--- src/rtl/regfile_bank8.sv ---
// regfile_bank8: eight DATA_W-bit registers feeding the 8:1 read mux (Din0..Din7).
// Writes arrive through a valid/ready port. A clear-all request walks an index
// across the bank, zeroing one register per cycle.
//
// Ports
//   clk        rising-edge clock for all state
//   rst        synchronous, active-high reset; overrides everything, aborts a clear
//   wr_valid   write request valid
//   wr_ready   high while IDLE; a write completes on any edge with wr_valid & wr_ready
//   wr_addr    target register 0..7
//   wr_data    write data
//   clr_start  start clear-all (pulse or level, sampled in IDLE only)
//   busy       high while the clear sequence runs (exactly 8 cycles)
//   wr_cnt     saturating count of accepted writes; only rst clears it
//   R0..R7     stored register values, no write bypass
//
// state | meaning
// IDLE  | accepting writes and clear requests
// CLEAR | zeroing reg[idx] each cycle; writes stalled, clr_start ignored
module regfile_bank8 #(
  parameter int DATA_W  = 4,
  parameter bit ZERO_R0 = 1'b0
) (
  input  logic              clk,
  input  logic              rst,
  input  logic              wr_valid,
  output logic              wr_ready,
  input  logic [2:0]        wr_addr,
  input  logic [DATA_W-1:0] wr_data,
  input  logic              clr_start,
  output logic              busy,
  output logic [7:0]        wr_cnt,
  output logic [DATA_W-1:0] R0,
  output logic [DATA_W-1:0] R1,
  output logic [DATA_W-1:0] R2,
  output logic [DATA_W-1:0] R3,
  output logic [DATA_W-1:0] R4,
  output logic [DATA_W-1:0] R5,
  output logic [DATA_W-1:0] R6,
  output logic [DATA_W-1:0] R7
);

  typedef enum logic {
    IDLE  = 1'b0,
    CLEAR = 1'b1
  } state_t;

  state_t            state_q, state_d;
  logic [2:0]        idx_q, idx_d;
  logic [7:0]        cnt_q, cnt_d;
  logic [DATA_W-1:0] regs_q [8];
  logic [DATA_W-1:0] regs_d [8];

  always_ff @(posedge clk) begin
    if (rst) begin
      state_q <= IDLE;
      idx_q   <= '0;
      cnt_q   <= '0;
      for (int i = 0; i < 8; i++) begin
        regs_q[i] <= '0;
      end
    end else begin
      state_q <= state_d;
      idx_q   <= idx_d;
      cnt_q   <= cnt_d;
      for (int i = 0; i < 8; i++) begin
        regs_q[i] <= regs_d[i];
      end
    end
  end

  always_comb begin
    state_d = state_q;
    idx_d   = idx_q;
    cnt_d   = cnt_q;
    for (int i = 0; i < 8; i++) begin
      regs_d[i] = regs_q[i];
    end

    case (state_q)
      IDLE: begin
        // A write and a clear request on the same edge: the write commits now
        // and the clear that follows wipes it along with everything else.
        if (wr_valid) begin
          regs_d[wr_addr] = wr_data;
          if (cnt_q != 8'hFF) begin
            cnt_d = cnt_q + 8'd1;
          end
        end
        if (clr_start) begin
          state_d = CLEAR;
          idx_d   = '0;
        end
      end
      CLEAR: begin
        regs_d[idx_q] = '0;
        idx_d         = idx_q + 3'd1;
        if (idx_q == 3'd7) begin
          state_d = IDLE;
        end
      end
      default: state_d = IDLE;
    endcase

    // Hardwired-zero R0: the handshake and counter still see the write,
    // only the storage is discarded.
    if (ZERO_R0) begin
      regs_d[0] = '0;
    end
  end

  assign wr_ready = (state_q == IDLE);
  assign busy     = (state_q == CLEAR);
  assign wr_cnt   = cnt_q;

  assign R0 = regs_q[0];
  assign R1 = regs_q[1];
  assign R2 = regs_q[2];
  assign R3 = regs_q[3];
  assign R4 = regs_q[4];
  assign R5 = regs_q[5];
  assign R6 = regs_q[6];
  assign R7 = regs_q[7];

endmodule

--- config.mk ---
export PLATFORM = sky130hd
export DESIGN_NAME = regfile_bank8
export DESIGN_NICKNAME = d
export VERILOG_FILES = /design/src/rtl/regfile_bank8.sv
export SDC_FILE = /design/constraint.sdc
export NUM_CORES = 1
export LEC_CHECK = 0
export CORE_ASPECT_RATIO = 0.75
export CORE_MARGIN = 5
export CORE_UTILIZATION = 52
export DETAILED_ROUTE_END_ITERATION = 7
export PLACE_DENSITY = 0.84
export SLEW_MARGIN = 10
export SYNTH_ARGS = -nofsm -noshare
export SYNTH_HDL_FRONTEND = slang
export SYNTH_SLANG_ARGS = --single-unit
--- constraint.sdc ---
create_clock -name clk -period 2.42 [get_ports clk]
set_clock_uncertainty 0.2 [all_clocks]
set_input_delay 0.242 -clock clk [delete_from_list [all_inputs] [get_ports clk]]
set_output_delay 0.242 -clock clk [all_outputs]
set_load 0.01 [all_outputs]
==> impl_metrics.prom, run 1 <==
# TYPE chip_impl_metric gauge
chip_impl_metric{name="drt_pre_antenna_iters",unit=""} 4
chip_impl_metric{name="clock_insertion_delay_worst_skew",unit="ns"} 0.29
chip_impl_metric{name="muxShareOfSynthArea",unit="%"} 11.6
chip_impl_metric{name="grt_first_pass_wirelength",unit="mm"} 8.42
chip_impl_info{name="holdCritPathClass",value="reg -> reg"} 1
chip_impl_metric{name="drive_gt1_share",unit="%"} 6.12
chip_impl_metric{name="chipHeight",unit="um"} 64.6
chip_impl_metric{name="dr_total_vias",unit=""} 1819
chip_impl_metric{name="yosys.area_share.adder",unit="%"} 1.82
chip_impl_metric{name="post_cts.resized_instances",unit=""} 0
chip_impl_metric{name="post_cts_hold_buffer_count",unit=""} 0
chip_impl_info{name="commonest_non_fill_non_tap_cells_in_the_layout",value="clkdlybuf4s50_1, dfxtp_1, nor2_1, mux2i_1, a21oi_1"} 1
chip_impl_metric{name="finalCritPeriodShare",unit="%"} 81.2
chip_impl_metric{name="ir_drop",unit="uV"} 475
chip_impl_metric{name="cp.arrival",unit="ns"} 1.52
chip_impl_metric{name="tightestPinTransition",unit="ns"} 0.559
chip_impl_metric{name="port_buffers",unit=""} 52
chip_impl_metric{name="power_density",unit="nW/um^2"} 542
chip_impl_metric{name="area.growth.synth_to_final",unit="%"} 31.8
chip_impl_metric{name="gpl.final_weighted_congestion",unit=""} 0.843
chip_impl_metric{name="syn_area_per_cell",unit="um^2"} 9.02
chip_impl_metric{name="totalWireLength",unit="mm"} 5.17
chip_impl_metric{name="finalSetupViolations",unit=""} 0
chip_impl_metric{name="initial_antenna_violation_count",unit=""} 0
chip_impl_metric{name="max_clock_freq",unit="GHz"} 0.509
chip_impl_info{name="synth_top_family_by_area",value="simple AND/OR/NAND/NOR gates"} 1
chip_impl_metric{name="antenna_cells",unit=""} 0
chip_impl_metric{name="postRouteAntennaNets",unit=""} 0
chip_impl_metric{name="static-leakage-power",unit="nW"} 1.09
chip_impl_info{name="top_layer_used",value="met4"} 1
chip_impl_metric{name="fin_setup_tns",unit="ns"} 0
chip_impl_metric{name="yosys_register_bits",unit=""} 44
chip_impl_metric{name="post_synth_xor_area_fraction",unit="%"} 0.848
chip_impl_info{name="status",value="finished clean"} 1
chip_impl_metric{name="cts_post_setup_buffers_inserted",unit=""} 0
chip_impl_metric{name="cts.clk_slew.worst_paths",unit="ns"} 0.09
chip_impl_metric{name="num_rows",unit=""} 19
chip_impl_metric{name="netlist-cell-type-count",unit=""} 32
chip_impl_info{name="cts_tree",value="yes"} 1
chip_impl_metric{name="design.die.area",unit="um^2"} 5350
chip_impl_metric{name="grt_pass1_vias",unit=""} 1744
chip_impl_metric{name="wire_per_inst",unit="um"} 15.7
chip_impl_info{name="cts.root.buffer_cell",value="clkbuf_8"} 1
chip_impl_metric{name="core-area",unit="um^2"} 3760
chip_impl_metric{name="drt_first_iter_violations",unit=""} 188
chip_impl_metric{name="cts_buffer_depth",unit=""} 2
chip_impl_metric{name="cell_count_after_synthesis",unit=""} 229
chip_impl_metric{name="gr-usage-all-layers",unit="%"} 20.4
chip_impl_metric{name="grt_max_degree",unit=""} 21
chip_impl_metric{name="dp.cells",unit=""} 322
chip_impl_metric{name="max_cap_viol_count",unit=""} 0
chip_impl_metric{name="globalRoute.totalOverflow",unit=""} 0
chip_impl_metric{name="final_cells",unit=""} 330
chip_impl_metric{name="synth_simple_gate_area_share",unit="%"} 32.3
chip_impl_info{name="critical_path_class",value="reg -> out"} 1
chip_impl_metric{name="post_drt_via_cell_ratio",unit=""} 5.51
chip_impl_metric{name="number_of_buffers_added_by_the_clock_tree_synthesis_step",unit=""} 5
chip_impl_metric{name="tritoncts_num_sinks",unit=""} 44
chip_impl_info{name="leading_cell_type_in_the_layout_fill_and_taps_excluded",value="clkdlybuf4s50_1"} 1
chip_impl_metric{name="final_nets",unit=""} 291
chip_impl_metric{name="worst-path-max-fanout",unit=""} 20
chip_impl_metric{name="final-max-slew-violation-count",unit=""} 0
chip_impl_metric{name="met1_length",unit="mm"} 2.52
chip_impl_metric{name="cp.required",unit="ns"} 1.98
chip_impl_metric{name="dp_hpwl",unit="mm"} 3.53
chip_impl_metric{name="slew-limit-headroom",unit="%"} 62.2
chip_impl_metric{name="post_synth_instance_area",unit="um^2"} 2070
chip_impl_metric{name="finalHoldViolCount",unit=""} 0
chip_impl_metric{name="timing.final.crit_period",unit="ns"} 1.97
chip_impl_metric{name="mappedNetlistNets",unit=""} 243
chip_impl_metric{name="fillCellCount",unit=""} 310
chip_impl_info{name="grt_setup_unrepaired",value="no"} 1
chip_impl_metric{name="met2_wirelength",unit="mm"} 2.21
chip_impl_metric{name="start_util",unit="%"} 55.0
chip_impl_metric{name="post-route-drc-count",unit=""} 0
chip_impl_info{name="start_kind",value="flop"} 1
chip_impl_metric{name="cts_htree_levels",unit=""} 2
chip_impl_metric{name="synth_seq_area_share",unit="%"} 42.6
chip_impl_info{name="setup.worst_path.end_class",value="primary output"} 1
chip_impl_metric{name="die_x",unit="um"} 82.8
chip_impl_metric{name="io_pins",unit=""} 53
chip_impl_metric{name="synth-warning-count",unit=""} 0
chip_impl_metric{name="compound_gate_fraction_of_synth_area",unit="%"} 7.21
chip_impl_metric{name="route.met3.wl",unit="um"} 362
-- Yosys cell counts --
cell      count  share of area (%)
dfxtp_1      44                 43
nor3_1        2               0.48
and3_1        1               0.30
a21oi_1      16                3.9
nor3_4        1               0.79
mux2i_1      24                 12
and4bb_2      2                1.2
nor4_1        1               0.30
and4b_1       1               0.48
and2_1       12                3.6
o311ai_0      1               0.42
nand3_1      12                2.9
nor3b_1       3                1.1
nor4b_1       2               0.85
nor2_1       35                6.4
nor3b_4       2                1.8
xor2_1        2               0.85
buf_2         8                1.9
nand3b_1      8                2.9
o41ai_1       1               0.42
nand4_1       5                1.5
o211ai_1      5                1.8
nor2b_1      10                3.0
nand2_1      13                2.4
clkbuf_1      6                1.1
a41oi_1       1               0.42
ha_1          3                1.8
nand4b_1      3                1.3
inv_1         2               0.36
buf_1         1               0.18
o21ai_1       1               0.24
nand3b_4      1               0.97
-- state kept, by name, summed over array words and instances (netlist names) --
signal and count:
regs_q 32, idx_q 3, wr_cnt 8, busy 1
-- path summary, 6_finish.rpt --
kind	start	end	slack (ns)	cells after the start
min reg2reg	regs_q[0][9]	regs_q[0][9]	0.29	2
max reg2reg	busy	regs_q[0][8]	0.64	5
min	regs_q[0][9]	regs_q[0][9]	0.29	2
max	busy	wr_ready	0.45	3
-- worst max-delay path, cell delays in order, from the launching register on --
cell and delay [ns]:
dfxtp_1 0.30, buf_4 0.20, inv_1 0.16, clkdlybuf4s50_1 0.56
-- metal layers --
metal,GRT usage [%],up-vias
li1,-,898
met1,29.6,842
met2,29.2,68
met3,4.85,11
met4,7.55,0
met5,0,-
-- cell type report --
type	count	area, um^2	share of cell area, %
clock buffers	6	72.6	2.67
inverters	2	7.51	0.276
clock inverters	2	35.0	1.29
multi-input cells	168	1110	40.8
well taps	52	65.1	2.39
flip-flops and latches	44	881	32.4
repair buffers	56	551	20.2
-- power breakdown --
part	switching (W)	leakage, nW	internal (W)
Clock	0.000242	0.0552	0.000306
Combinational	0.0000913	0.681	0.0000804
Sequential	0.0000151	0.356	0.000740
-- cells by family (layout without fill, tap and decap cells) --
kind of cell	count (synthesis)	in the layout
multiplexers	24	24
flip-flops	44	44
AO/OA/AOI/OAI	25	25
AND/OR/NAND/NOR	114	114
buffers and inverters	17	66
adder cells (fa/ha/maj)	3	3
XOR/XNOR	2	2
-- stage by stage --
stage | hold slack (ns) | worst slack [ns] | power [W] | util (%) | instance area (um^2)
after floorplan | 0.185 | 0.818 | 0.000865 | - | 2070
after CTS | 0.289 | 0.450 | 0.00148 | 72.5 | 2720
final | 0.288 | 0.455 | 0.00147 | 72.5 | 2720
after detailed placement | 0.277 | 0.356 | 0.000940 | 69.6 | 2620
after global routing | 0.317 | 0.396 | 0.00153 | 72.5 | 2720
after global placement | 0.271 | 0.420 | 0.000937 | 69.6 | 2620
Power figures use the tool's default switching activity.
==> run 2: changes to the inputs <==
--- a/config.mk
+++ b/config.mk
@@ -7,9 +7,9 @@
 export LEC_CHECK = 0
 export CORE_ASPECT_RATIO = 0.75
 export CORE_MARGIN = 5
-export CORE_UTILIZATION = 52
+export CORE_UTILIZATION = 44
 export DETAILED_ROUTE_END_ITERATION = 7
-export PLACE_DENSITY = 0.84
+export PLACE_DENSITY = 0.76
 export SLEW_MARGIN = 10
 export SYNTH_ARGS = -nofsm -noshare
 export SYNTH_HDL_FRONTEND = slang
==> constraint.sdc (replaced) <==
create_clock -name clk -period 1.62 [get_ports clk]
set_clock_uncertainty 0.2 [all_clocks]
set_input_delay 0.162 -clock clk [delete_from_list [all_inputs] [get_ports clk]]
set_output_delay 0.162 -clock clk [all_outputs]
set_load 0.01 [all_outputs]
==> impl_metrics.prom, run 2 (synthesized netlist as in run 1, its figures left out) <==
# TYPE chip_impl_metric gauge
chip_impl_metric{name="dr_total_vias",unit=""} 1907
chip_impl_metric{name="num_rows",unit=""} 21
chip_impl_metric{name="final_nets",unit=""} 314
chip_impl_metric{name="tritoncts_num_sinks",unit=""} 44
chip_impl_metric{name="cp_num_buf_inv",unit=""} 2
chip_impl_info{name="cp_cell_sequence",value="clkdlybuf4s50_1, nand3b_4, nor3b_4, buf_6, mux2i_1, nor2_1"} 1
chip_impl_metric{name="finalSetupViolations",unit=""} 3
chip_impl_info{name="holdCritPathClass",value="reg -> reg"} 1
chip_impl_metric{name="cts_htree_levels",unit=""} 2
chip_impl_metric{name="grt_first_pass_wirelength",unit="mm"} 9.02
chip_impl_metric{name="slew-limit-headroom",unit="%"} 65.6
chip_impl_metric{name="gr-usage-all-layers",unit="%"} 18.4
chip_impl_info{name="start_kind",value="input port"} 1
chip_impl_info{name="leading_cell_type_in_the_layout_fill_and_taps_excluded",value="clkdlybuf4s50_1"} 1
chip_impl_metric{name="cp.arrival",unit="ns"} 1.64
chip_impl_metric{name="finalCritPeriodShare",unit="%"} 102
chip_impl_metric{name="post-route-util",unit="%"} 65.9
chip_impl_metric{name="postLayoutSetupSlackWorst",unit="ns"} -0.0391
chip_impl_info{name="crit_family",value="buffers and inverters"} 1
chip_impl_metric{name="register_area",unit="um^2"} 887
chip_impl_metric{name="worst-path-max-fanout",unit=""} 4
chip_impl_metric{name="power_frac_comb",unit="%"} 13.0
chip_impl_metric{name="cts.clk_slew.worst_paths",unit="ns"} 0.09
chip_impl_metric{name="initial_antenna_violation_count",unit=""} 0
chip_impl_metric{name="critical-path-max-stage-delay",unit="ns"} 0.67
chip_impl_info{name="cts_tree",value="yes"} 1
chip_impl_metric{name="area.growth.synth_to_final",unit="%"} 43.4
chip_impl_metric{name="fin_setup_tns",unit="ns"} -0.0705
chip_impl_metric{name="number_of_buffers_added_by_the_clock_tree_synthesis_step",unit=""} 5
chip_impl_metric{name="largest_register_ffs",unit=""} 32
chip_impl_metric{name="drt_first_iter_violations",unit=""} 173
chip_impl_metric{name="die_x",unit="um"} 89.1
chip_impl_metric{name="wire_per_inst",unit="um"} 15.1
chip_impl_metric{name="totalWireLength",unit="mm"} 5.40
chip_impl_info{name="grt_setup_unrepaired",value="yes"} 1
chip_impl_metric{name="final-max-slew-violation-count",unit=""} 0
chip_impl_metric{name="finalHoldViolCount",unit=""} 0
chip_impl_metric{name="globalRoute.totalOverflow",unit=""} 0
chip_impl_metric{name="timing.final.crit_period",unit="ns"} 1.66
chip_impl_metric{name="tightestPinTransition",unit="ns"} 0.512
chip_impl_metric{name="area_of_combinational_cells_with_multiple_inputs",unit="um^2"} 1130
chip_impl_metric{name="share_of_power_burned_in_the_clock_network",unit="%"} 39.3
chip_impl_metric{name="clock_insertion_delay_worst_skew",unit="ns"} 0.29
chip_impl_metric{name="port_buffers",unit=""} 52
chip_impl_metric{name="static-leakage-power",unit="nW"} 1.32
chip_impl_metric{name="cellInternalPower",unit="W"} 0.00180
chip_impl_metric{name="antenna_cells",unit=""} 0
chip_impl_metric{name="cp.required",unit="ns"} 1.61
chip_impl_metric{name="drive_gt1_share",unit="%"} 16.6
chip_impl_info{name="crit_path_top_delay_cell",value="clkdlybuf4s50_1"} 1
chip_impl_metric{name="fillCellCount",unit=""} 351
chip_impl_metric{name="max_clock_freq",unit="GHz"} 0.603
chip_impl_metric{name="ir_drop",unit="uV"} 361
chip_impl_info{name="max_flop_register",value="regs_q"} 1
chip_impl_metric{name="design.die.area",unit="um^2"} 6180
chip_impl_metric{name="gpl.final_weighted_congestion",unit=""} 0.812
chip_impl_metric{name="power.total",unit="W"} 0.00236
chip_impl_metric{name="post_drt_via_cell_ratio",unit=""} 5.33
chip_impl_metric{name="drt_pre_antenna_iters",unit=""} 4
chip_impl_metric{name="post-route-drc-count",unit=""} 0
chip_impl_metric{name="chipHeight",unit="um"} 69.3
chip_impl_metric{name="max_cap_viol_count",unit=""} 0
chip_impl_info{name="cts.root.buffer_cell",value="clkbuf_8"} 1
chip_impl_info{name="critical_path_class",value="in -> reg"} 1
chip_impl_metric{name="grt_pass1_vias",unit=""} 1827
chip_impl_metric{name="switchingPower",unit="W"} 0.000553
chip_impl_metric{name="power.sequential.fraction",unit="%"} 47.7
chip_impl_metric{name="postRouteAntennaNets",unit=""} 0
chip_impl_info{name="setup.worst_path.end_class",value="flop"} 1
chip_impl_metric{name="cts_buffer_depth",unit=""} 2
chip_impl_info{name="status",value="finished, violations left"} 1
chip_impl_info{name="failed_checks",value="setup timing"} 1
chip_impl_metric{name="grt_max_degree",unit=""} 23
chip_impl_metric{name="core-area",unit="um^2"} 4490
chip_impl_metric{name="dp_hpwl",unit="mm"} 3.80
chip_impl_metric{name="io_pins",unit=""} 53
chip_impl_info{name="commonest_non_fill_non_tap_cells_in_the_layout",value="clkdlybuf4s50_1, dfxtp_1, nor2_1, buf_4, mux2i_1"} 1
chip_impl_metric{name="final.hold.worst_slack",unit="ns"} 0.286
chip_impl_metric{name="power_density",unit="nW/um^2"} 796
chip_impl_metric{name="sw_frac_of_total",unit="%"} 23.5
chip_impl_metric{name="start_util",unit="%"} 46.0
run 2: worst paths after layout:
kind | from | to | slack, ns | depth (start not counted)
setup / recovery | wr_addr[0] | regs_q[0][13] | -0.04 | 6
hold / removal | regs_q[0][10] | regs_q[0][10] | 0.29 | 2
setup reg to reg | busy | regs_q[0][13] | -0.04 | 6
hold reg to reg | regs_q[0][10] | regs_q[0][10] | 0.29 | 2
run 2: tightest hold or removal path, stage by stage, from the launching register on:
cell      delay (ns)
dfxtp_1         0.32
nand3b_1        0.07
a21oi_1         0.06
run 2: layout make-up:
class | count | share of cell area, %
clock buffer | 7 | 3.25
tap | 57 | 2.41
inverter | 2 | 0.253
multi-input combinational | 168 | 38.0
sequential | 44 | 30.0
clock inverter | 1 | 1.01
timing repair buffer | 79 | 25.1
run 2: power by group through the flow:
stage	Sequential (W)	Clock [W]	Combinational, W
floorplan	0.00115	0	0.000137
global placement	0.00115	0	0.000286
detailed placement	0.00115	0	0.000291
CTS	0.00112	0.000939	0.000287
global route	0.00113	0.000992	0.000332
finish	0.00112	0.000925	0.000306
run 2: timing repair:
item                                    CTS  global route
hold endpoints to repair                  0             0
buffers inserted                          0             5
pin swaps                                 1             2
hold buffers                              0             0
resized for setup                         8            12
endpoints found under the setup margin   11            21
run 2: routing by layer:
| metal | GRT usage, % | up-vias | wire (um) | part of all wire, % |
|---|---|---|---|---|
| met1 | 27.0 | 886 | 2740 | 51 |
| met4 | 4.46 | 0 | 87 | 1.6 |
| met3 | 6.29 | 10 | 360 | 6.7 |
| li1 | - | 938 | - | - |
| met5 | 0 | - | 0 | 0 |
| met2 | 25.5 | 73 | 2210 | 41 |
run 2: stage by stage:
stage	setup WS (ns)	instance area, um^2	cells
floorplan	0.0181	2070	229
global placement	-0.244	2770	345
detailed placement	-0.296	2770	345
CTS	0.00484	2890	353
global route	-0.0617	2960	358
finish	-0.0391	2960	358
